$ cat src/rtl/aes_round_sequencer.sv
// Control sequencer for the iterative AES round datapath: accepts one block at a time,
// steps the round index (10/12/14 rounds), holds results under backpressure and counts blocks per job.
module aes_round_sequencer #(
  parameter int unsigned CNT_W = 16,
  parameter int unsigned RND_W = 4
) (
  input  logic             clk,
  input  logic             reset_n,
  input  logic             clear,
  input  logic             enable_i,
  input  logic             start_i,
  input  logic [1:0]       key_len_i,
  input  logic [CNT_W-1:0] nb_blocks_i,
  input  logic             in_valid_i,
  output logic             in_ready_o,
  output logic             load_o,
  output logic             round_en_o,
  output logic [RND_W-1:0] round_o,
  output logic             last_round_o,
  output logic             out_valid_o,
  input  logic             out_ready_i,
  output logic             busy_o,
  output logic [CNT_W-1:0] blk_cnt_o,
  output logic             done_o
);

  typedef enum logic [1:0] {
    S_IDLE   = 2'd0,
    S_LOAD   = 2'd1,
    S_ROUND  = 2'd2,
    S_OUTPUT = 2'd3
  } state_e;

  state_e           state_q, state_d;
  logic [RND_W-1:0] rnd_q, rnd_d;
  logic [RND_W-1:0] nr_q, nr_d;
  logic [CNT_W-1:0] nb_q, nb_d;
  logic [CNT_W-1:0] cnt_q, cnt_d;
  logic             done_q, done_d;

  logic             in_ready_c, load_c, round_en_c, last_round_c, out_valid_c;
  logic [RND_W-1:0] nr_sel;
  logic [CNT_W-1:0] cnt_inc;

  // Round count by key length; the reserved encoding behaves as AES-128.
  always_comb begin
    nr_sel = RND_W'(10);
    case (key_len_i)
      2'd1:    nr_sel = RND_W'(12);
      2'd2:    nr_sel = RND_W'(14);
      default: nr_sel = RND_W'(10);
    endcase
  end

  assign cnt_inc = cnt_q + CNT_W'(1);

  // Next-state and decoded datapath controls; enable_i low leaves every register as is.
  always_comb begin
    state_d      = state_q;
    rnd_d        = rnd_q;
    nr_d         = nr_q;
    nb_d         = nb_q;
    cnt_d        = cnt_q;
    done_d       = 1'b0;
    in_ready_c   = 1'b0;
    load_c       = 1'b0;
    round_en_c   = 1'b0;
    last_round_c = 1'b0;
    out_valid_c  = 1'b0;

    case (state_q)
      S_IDLE: begin
        if (start_i && enable_i) begin
          cnt_d = '0;
          rnd_d = '0;
          nr_d  = nr_sel;
          nb_d  = nb_blocks_i;
          if (nb_blocks_i == '0) begin
            done_d = 1'b1;
          end else begin
            state_d = S_LOAD;
          end
        end
      end
      S_LOAD: begin
        in_ready_c = enable_i;
        if (enable_i && in_valid_i) begin
          load_c  = 1'b1;
          rnd_d   = RND_W'(1);
          state_d = S_ROUND;
        end
      end
      S_ROUND: begin
        round_en_c   = enable_i;
        last_round_c = (rnd_q == nr_q);
        if (enable_i) begin
          if (rnd_q == nr_q) begin
            state_d = S_OUTPUT;
          end else begin
            rnd_d = rnd_q + RND_W'(1);
          end
        end
      end
      S_OUTPUT: begin
        out_valid_c = 1'b1;
        if (enable_i && out_ready_i) begin
          cnt_d = cnt_inc;
          rnd_d = '0;
          if (cnt_inc == nb_q) begin
            state_d = S_IDLE;
            done_d  = 1'b1;
          end else begin
            state_d = S_LOAD;
          end
        end
      end
      default: state_d = S_IDLE;
    endcase
  end

  always_ff @(posedge clk or negedge reset_n) begin
    if (!reset_n) begin
      state_q <= S_IDLE;
      rnd_q   <= '0;
      nr_q    <= '0;
      nb_q    <= '0;
      cnt_q   <= '0;
      done_q  <= 1'b0;
    end else if (clear) begin
      state_q <= S_IDLE;
      rnd_q   <= '0;
      nr_q    <= '0;
      nb_q    <= '0;
      cnt_q   <= '0;
      done_q  <= 1'b0;
    end else begin
      state_q <= state_d;
      rnd_q   <= rnd_d;
      nr_q    <= nr_d;
      nb_q    <= nb_d;
      cnt_q   <= cnt_d;
      done_q  <= done_d;
    end
  end

  assign in_ready_o   = in_ready_c;
  assign load_o       = load_c;
  assign round_en_o   = round_en_c;
  assign last_round_o = last_round_c;
  assign out_valid_o  = out_valid_c;
  assign round_o      = rnd_q;
  assign busy_o       = (state_q != S_IDLE);
  assign blk_cnt_o    = cnt_q;
  assign done_o       = done_q;

endmodule

$ cat config.mk
export PLATFORM = sky130hd
export DESIGN_NAME = aes_round_sequencer
export DESIGN_NICKNAME = d
export VERILOG_FILES = /design/src/rtl/aes_round_sequencer.sv
export SDC_FILE = /design/constraint.sdc
export NUM_CORES = 1
export LEC_CHECK = 0
export CORE_ASPECT_RATIO = 0.8
export CORE_MARGIN = 8
export CORE_UTILIZATION = 40
export CTS_CLUSTER_DIAMETER = 100
export CTS_CLUSTER_SIZE = 16
export DETAILED_ROUTE_END_ITERATION = 10
export PLACE_DENSITY_LB_ADDON = 0.25
export SLEW_MARGIN = 20
export SYNTH_ARGS = -nofsm -noshare
export SYNTH_HDL_FRONTEND = slang
export SYNTH_SLANG_ARGS = --single-unit
$ cat constraint.sdc
create_clock -name clk -period 2.1 [get_ports clk]
set_input_delay 0.21 -clock clk [delete_from_list [all_inputs] [get_ports clk]]
set_output_delay 0.21 -clock clk [all_outputs]
set_load 0.01 [all_outputs]
==> summary.txt, run 1 <==
Place
  – Post-detail-place hpwl: 5.99 mm
  – Standard cell area after detailed placement: 0.00362 sq mm
  – Routability congestion estimate: roughly 0.9
  – Placed instance count: 481
  – # port buffers: 51

Worst setup path
  – Worst R2R Start: blk_cnt_o[3]$_DFFE_PN0P_
  – Reg2Reg Setup Slack: approximately 59 ps
  – Worst Path Max Fanout: 5
  – Arrival time worst endpoint: approximately 2200 ps
  – Number of cells traversed by the worst register-to-register path: 6
  – Kind of launch point of the worst setup path: flop
  – Worst flop-to-flop path endpoint: state_q[0]$_DFFE_PN0P_
  – Critical setup path kind: reg -> reg
  – Worst Setup End Kind: flop
  – Worst Path Required: 2270 ps

Synth
  – Synth cell types: 56
  – Most frequent cells after synthesis: 53 x sky130_fd_sc_hd__nand2_1, 50 x sky130_fd_sc_hd__o21ai_0, 42 x sky130_fd_sc_hd__dfrtp_1, 17 x sky130_fd_sc_hd__nand2b_1, 12 x sky130_fd_sc_hd__xnor2_1
  – Share of synthesized registers carrying an async set or reset: 1.00
  – Library cell with the largest summed area after synthesis: sky130_fd_sc_hd__dfrtp_1
  – Register bit total from synthesis: 42
  – Synthesized area per cell: just under 9 sq um
  – Synth top area share: 0.379
  – Largest cells by area after synthesis: sky130_fd_sc_hd__dfrtp_1 38%, sky130_fd_sc_hd__o21ai_0 9.0%, sky130_fd_sc_hd__nand2_1 7.2%
  – Netlist area before placement: 0.00278 sq mm
  – Number of enable flip-flop cells after synthesis: 0
  – Synth Net Count: between 300 and 400
  – Primary flip-flop cell chosen by synthesis mapping: sky130_fd_sc_hd__dfrtp_1
  – Cell with the most instances after synthesis: sky130_fd_sc_hd__nand2_1
  – Sequential share of the synthesized area: 0.379
  – Yosys warns: 0
  – Number of cells produced by synthesis: 321

STA
  – Hold violation total from the final report: 0
  – Highest clock rate: 490 MHz
  – Actual slew at the worst max-slew pin: about 540 ps
  – Final slew viol count: 0
  – Post-route fraction of the period consumed by the critical path: 0.972
  – Clock Skews: 4.07 ps
  – Final critical path time including I/O delays and setup: 2040 ps
  – RSZ-0062 raised after global routing: yes
  – # setup viols final: 0
  – Worst relative slew slack: 0.638

Global routing
  – GRT Residual Overflow: 0
  – Number of antenna violations at the first check in global routing: 0
  – Pin count of the biggest net entering global routing: 43
  – Vias in the first global route: around 2600
  – Global-route wire length before repair: approximately 13 mm
  – Overall fraction of global-route tracks in use: 0.165

Floorplan
  – Die height: 90.5 microns
  – Overall die area: between 0.009 and 0.01 sq mm
  – Width of the chip: 109 microns
  – Area of the placeable core: ~0.0068 sq mm
  – Initial core utilization: 0.409
  – Number of rows in the core area: 27
  – I/O pin count: 52

CTS
  – CTS buffer count: 5
  – CTS H-tree lvls: 2
  – Max Root-Sink Buffers: 2
  – Buffer type at the clock tree root: sky130_fd_sc_hd__clkbuf_8
  – Source-to-sink clock delay at the later pin of the worst-skew pair: around 290 ps
  – Number of sinks handled by clock tree synthesis: 42
  – Clock-pin slew of the registers on the worst-case setup and hold paths: 80 ps
  – Clock tree from TritonCTS: yes

Final layout
  – Layout fillers: around 620
  – Count of non-filler cells in the finished layout: slightly below 500
  – Area growth syn-to-layout: 40.3%
  – Fraction of final layout cells sized beyond drive strength 1: 0.208
  – Fin area: around 0.0039 sq mm
  – Number of nets in the layout: approximately 440
  – Final antenna diode count: 0

Drt
  – Detailed-router iteration count before antenna repair: 4
  – Post-detailed-route DRC marker count: 0
  – Initial detailed-routing violation count: approximately 130
  – Routed vias: between 2000 and 3000
  – Routed length per instance: 16.2 microns
  – Routed via count divided by cell count: roughly 5.4
  – Overall routed net length: 8.02 mm
  – Post-route ant nets: 0

Power and ir drop
  – Peak supply drop: 0.000370 V
  – Leak Pwr: 1.67 nW
  – Power density over the cells: between 600 and 700 mW/mm^2

Job
  – Number of maximum-capacitance violations: 0

Worst hold path
  – Worst hold path class: in -> async

Status
  – Run status: finished clean
==> state kept, by name (all words and copies together), names as in the netlist <==
name and cells:
state_q 2, blk_cnt_o 16, done_o 1, nr_q 3, nb_q 16, round_o 4
==> worst max-delay path: stages, from the launching register on <==
cell	delay, ps
sky130_fd_sc_hd__dfrtp_1	390
sky130_fd_sc_hd__nand4_4	170
sky130_fd_sc_hd__or4_2	640
sky130_fd_sc_hd__a21oi_1	230
sky130_fd_sc_hd__o311ai_2	180
sky130_fd_sc_hd__nor4_4	190
sky130_fd_sc_hd__o32ai_1	130
==> layout by cell type (no fill, tap or decap), drive strengths merged, types with 2 or more instances in the layout <==
| cell type | netlist | routed |
|---|---|---|
| nand2 | 53 | 53 |
| o21ai | 50 | 50 |
| buf | 6 | 50 |
| clkdlybuf4s50 | 0 | 49 |
| dfrtp | 42 | 42 |
| nand2b | 17 | 17 |
| xnor2 | 12 | 12 |
| xor2 | 9 | 9 |
| nor2 | 9 | 9 |
| nand3 | 9 | 9 |
| a21oi | 8 | 8 |
| ha | 8 | 8 |
| nor4 | 8 | 8 |
| o31ai | 7 | 7 |
| inv | 7 | 7 |
| clkbuf | 14 | 6 |
| nand4 | 6 | 6 |
| nor3 | 5 | 5 |
| nand4b | 4 | 4 |
| nor2b | 4 | 4 |
| a31oi | 4 | 4 |
| o41ai | 3 | 3 |
| and2 | 3 | 3 |
| a22oi | 3 | 3 |
| or4 | 3 | 3 |
| and4 | 2 | 2 |
| or2 | 2 | 2 |
| o22ai | 2 | 2 |
| a22o | 2 | 2 |
| a21o | 2 | 2 |
| and3 | 2 | 2 |
| or3 | 2 | 2 |
==> worst max path at each step <==
stage	slack, ps	to	from	cells after the start
floorplan	10	state_q[0]$_DFFE_PN0P_	blk_cnt_o[4]$_DFFE_PN0P_	8
global placement	-50	state_q[1]$_DFFE_PN0P_	nb_blocks_i[13]	7
detailed placement	-100	state_q[1]$_DFFE_PN0P_	nb_blocks_i[13]	7
CTS	0.9	done_o$_DFF_PN0_	blk_cnt_o[6]$_DFFE_PN0P_	6
global route	-30	state_q[0]$_DFFE_PN0P_	blk_cnt_o[3]$_DFFE_PN0P_	8
finish	60	state_q[0]$_DFFE_PN0P_	blk_cnt_o[3]$_DFFE_PN0P_	6
==> repair_timing <==
| item | CTS | global route |
|---|---|---|
| hold endpoints to repair | 22 | 0 |
| pin swaps | 0 | 10 |
| endpoints found under the setup margin | 3 | 6 |
| hold buffers | 1 | 0 |
| resized for setup | 4 | 18 |
| buffers inserted | 1 | 6 |
==> logic make-up after synthesis <==
group | synth area share
AO/OA/AOI/OAI | 0.197
XOR/XNOR | 0.0663
adder cells (fa/ha/maj) | 0.0361
buffers and inverters | 0.0568
flip-flops | 0.379
multiplexers | 0.00406
AND/OR/NAND/NOR | 0.261
==> metal layers <==
| layer | global-route usage | routed length, microns | vias up |
|---|---|---|---|
| met2 | 0.240 | 3580 | 74 |
| li1 | - | - | 1329 |
| met3 | 0.0414 | 520 | 5 |
| met1 | 0.237 | 3870 | 1262 |
| met5 | 0 | 0 | - |
| met4 | 0.0353 | 44 | 0 |
==> per-stage QoR <==
step / hold slack, ps / util / power [mW] / TNS (ps) / setup slack [ps]
2_1_floorplan: -85.6 / - / 1.46 / 0 / 10.3
3_3_place_gp: 317 / 0.533 / 1.86 / -95.7 / -48.6
3_5_place_dp: 318 / 0.533 / 1.86 / -195 / -99.2
4_1_cts: 497 / 0.552 / 2.55 / 0 / 0.942
5_1_grt: 533 / 0.573 / 2.73 / -48.4 / -25.4
6_report: 504 / 0.573 / 2.56 / 0 / 59.1
==> power breakdown <==
group	internal [mW]	switching (mW)	leakage (nW)	total, mW
registers	0.882	0.0825	0.560	0.965
clock network	0.380	0.270	0.0573	0.650
logic	0.436	0.509	1.06	0.945
==> cell type report <==
| type | count | area [sq um] | share of cell area |
|---|---|---|---|
| Tap cell | 87 | 109 | 0.0280 |
| Clock inverter | 1 | 30.0 | 0.00771 |
| Multi-Input combinational cell | 252 | 1680 | 0.431 |
| Timing Repair Buffer | 101 | 915 | 0.235 |
| Clock buffer | 6 | 82.6 | 0.0212 |
| Sequential cell | 42 | 1050 | 0.271 |
| Inverter | 7 | 26.3 | 0.00675 |
Note: power is estimated with default switching activity, not from simulation.
==> inputs of run 2 (changes only) <==
--- a/config.mk
+++ b/config.mk
@@ -7,7 +7,7 @@
 export LEC_CHECK = 0
 export CORE_ASPECT_RATIO = 0.8
 export CORE_MARGIN = 8
-export CORE_UTILIZATION = 40
+export CORE_UTILIZATION = 30
 export CTS_CLUSTER_DIAMETER = 100
 export CTS_CLUSTER_SIZE = 16
 export DETAILED_ROUTE_END_ITERATION = 10
==> summary.txt, run 2 (same netlist as run 1, synthesis figures left out) <==
Floorplan
  – I/O pin count: 52
  – Initial core utilization: 0.307
  – Number of rows in the core area: 31
  – Die height: about 100 microns
  – Area of the placeable core: about 0.009 sq mm
  – Width of the chip: between 100 and 150 microns
  – Overall die area: ~0.013 sq mm

Final layout
  – Area growth syn-to-layout: 43.9%
  – Area of the multi-input gates: 0.00165 sq mm
  – Count of non-filler cells in the finished layout: between 500 and 600
  – Layout fillers: 898
  – Most common library cell in the layout ignoring fill and taps: sky130_fd_sc_hd__buf_4
  – Most frequent cells in the layout: 59 x sky130_fd_sc_hd__buf_4, 53 x sky130_fd_sc_hd__nand2_1, 50 x sky130_fd_sc_hd__o21ai_0
  – Final antenna diode count: 0
  – Fraction of final layout cells sized beyond drive strength 1: 0.229
  – Fin area: around 0.004 sq mm
  – Number of nets in the layout: approximately 450
  – FF+latch area: between 0.001 and 0.0015 sq mm

Place
  – Standard cell area after detailed placement: roughly 0.0037 sq mm
  – # port buffers: 51
  – Post-detail-place hpwl: 6.33 mm
  – Routability congestion estimate: roughly 0.85
  – Placed instance count: between 500 and 600

STA
  – Clock Skews: around 3.4 ps
  – Worst relative slew slack: 0.454
  – Final critical path time including I/O delays and setup: about 2000 ps
  – Final slew viol count: 0
  – # setup viols final: 0
  – Actual slew at the worst max-slew pin: slightly above 800 ps
  – Post-route fraction of the period consumed by the critical path: 0.973
  – WHS: slightly below 20 ps
  – RSZ-0062 raised after global routing: yes
  – Hold violation total from the final report: 0
  – Highest clock rate: just under 500 MHz
  – Final-layout setup total negative slack: 0 ps

Worst setup path
  – Worst Path Max Fanout: 6
  – Worst Path Required: ~2300 ps
  – Worst Setup End Kind: flop
  – Kind of launch point of the worst setup path: flop
  – Arrival time worst endpoint: 2200 ps
  – Critical setup path kind: reg -> reg

Drt
  – Post-route ant nets: 0
  – Overall routed net length: ~8.4 mm
  – Initial detailed-routing violation count: between 150 and 200
  – Routed via count divided by cell count: a little over 5
  – Detailed-router iteration count before antenna repair: 4
  – Post-detailed-route DRC marker count: 0
  – Routed vias: around 2700
  – Routed length per instance: ~16 microns

Global routing
  – GRT Residual Overflow: 0
  – Overall fraction of global-route tracks in use: 0.139
  – Pin count of the biggest net entering global routing: 36
  – Vias in the first global route: 2707
  – Number of antenna violations at the first check in global routing: 0
  – Global-route wire length before repair: about 14 mm

Status
  – Run status: finished clean

Power and ir drop
  – Power density over the cells: about 700 mW/mm^2
  – Peak supply drop: roughly 0.00039 V
  – Leak Pwr: 1.70 nW

CTS
  – Buffer type at the clock tree root: sky130_fd_sc_hd__clkbuf_16
  – Source-to-sink clock delay at the later pin of the worst-skew pair: around 280 ps
  – CTS buffer count: 5
  – Clock-pin slew of the registers on the worst-case setup and hold paths: approximately 60 ps
  – CTS H-tree lvls: 2
  – Max Root-Sink Buffers: 2
  – Number of sinks handled by clock tree synthesis: 42
  – Clock tree from TritonCTS: yes
  – Hold-fix buffer count after cts: 0

Job
  – Number of maximum-capacitance violations: 0

Worst hold path
  – Worst hold path class: in -> async
run 2: layer usage:
layer | wire (microns) | share of wire | track usage | up-vias
met5 | 0 | 0 | 0 | -
met4 | 74 | 0.0088 | 0.0379 | 0
met3 | 421 | 0.050 | 0.0282 | 6
met2 | 3880 | 0.46 | 0.222 | 66
met1 | 4050 | 0.48 | 0.186 | 1287
li1 | - | - | - | 1350
run 2: final timing paths:
kind	end	from	slack [ps]	cells after the start
worst min register to register	nb_q[14]$_DFFE_PN0P_	nb_q[14]$_DFFE_PN0P_	500	2
worst max-delay path	state_q[0]$_DFFE_PN0P_	blk_cnt_o[0]$_DFFE_PN0P_	60	7
min in group clk	nb_q[14]$_DFFE_PN0P_	nb_q[14]$_DFFE_PN0P_	500	2
worst min-delay path	nr_q[3]$_DFFE_PN0P_	reset_n	20	1
max in group asynchronous	state_q[1]$_DFFE_PN0P_	reset_n	1480	2
worst max register to register	state_q[0]$_DFFE_PN0P_	blk_cnt_o[0]$_DFFE_PN0P_	60	7
run 2: final cells by class:
type / count / area share
multi-input cells: 252 / 0.414
flip-flops and latches: 42 / 0.264
repair buffers: 110 / 0.237
well taps: 115 / 0.0360
clock buffers: 5 / 0.0313
clock inverters: 3 / 0.0100
inverters: 7 / 0.00658
run 2: stage by stage:
stage	utilization	setup WS (ps)	power [mW]
2_1_floorplan	-	10.3	1.46
3_3_place_gp	0.412	-31.7	1.86
3_5_place_dp	0.412	-83.7	1.88
4_1_cts	0.435	35.4	2.80
5_1_grt	0.442	-46.7	2.95
6_report	0.442	56.9	2.79
run 2: critical path, cell delays in order, from the launching register on:
cell	delay, ps
sky130_fd_sc_hd__dfrtp_2	450
sky130_fd_sc_hd__nand3_4	120
sky130_fd_sc_hd__or4_4	530
sky130_fd_sc_hd__a211oi_2	210
sky130_fd_sc_hd__nand4_1	130
sky130_fd_sc_hd__nor4_2	250
sky130_fd_sc_hd__buf_4	160
sky130_fd_sc_hd__o32ai_1	60
run 2: report_power, final:
part / total [mW] / leakage, nW / internal (mW) / switching [mW]
Clock: 0.882 / 0.0836 / 0.557 / 0.325
Combinational: 0.940 / 1.05 / 0.442 / 0.497
Sequential: 0.971 / 0.559 / 0.885 / 0.0860
run 2: what timing repair did:
item                                    in CTS  in global routing
pin swaps                                    1                  3
hold endpoints to repair                     0                  0
gates resized for setup                      6                 12
endpoints found under the setup margin       3                 13
setup buffers                                3                  2
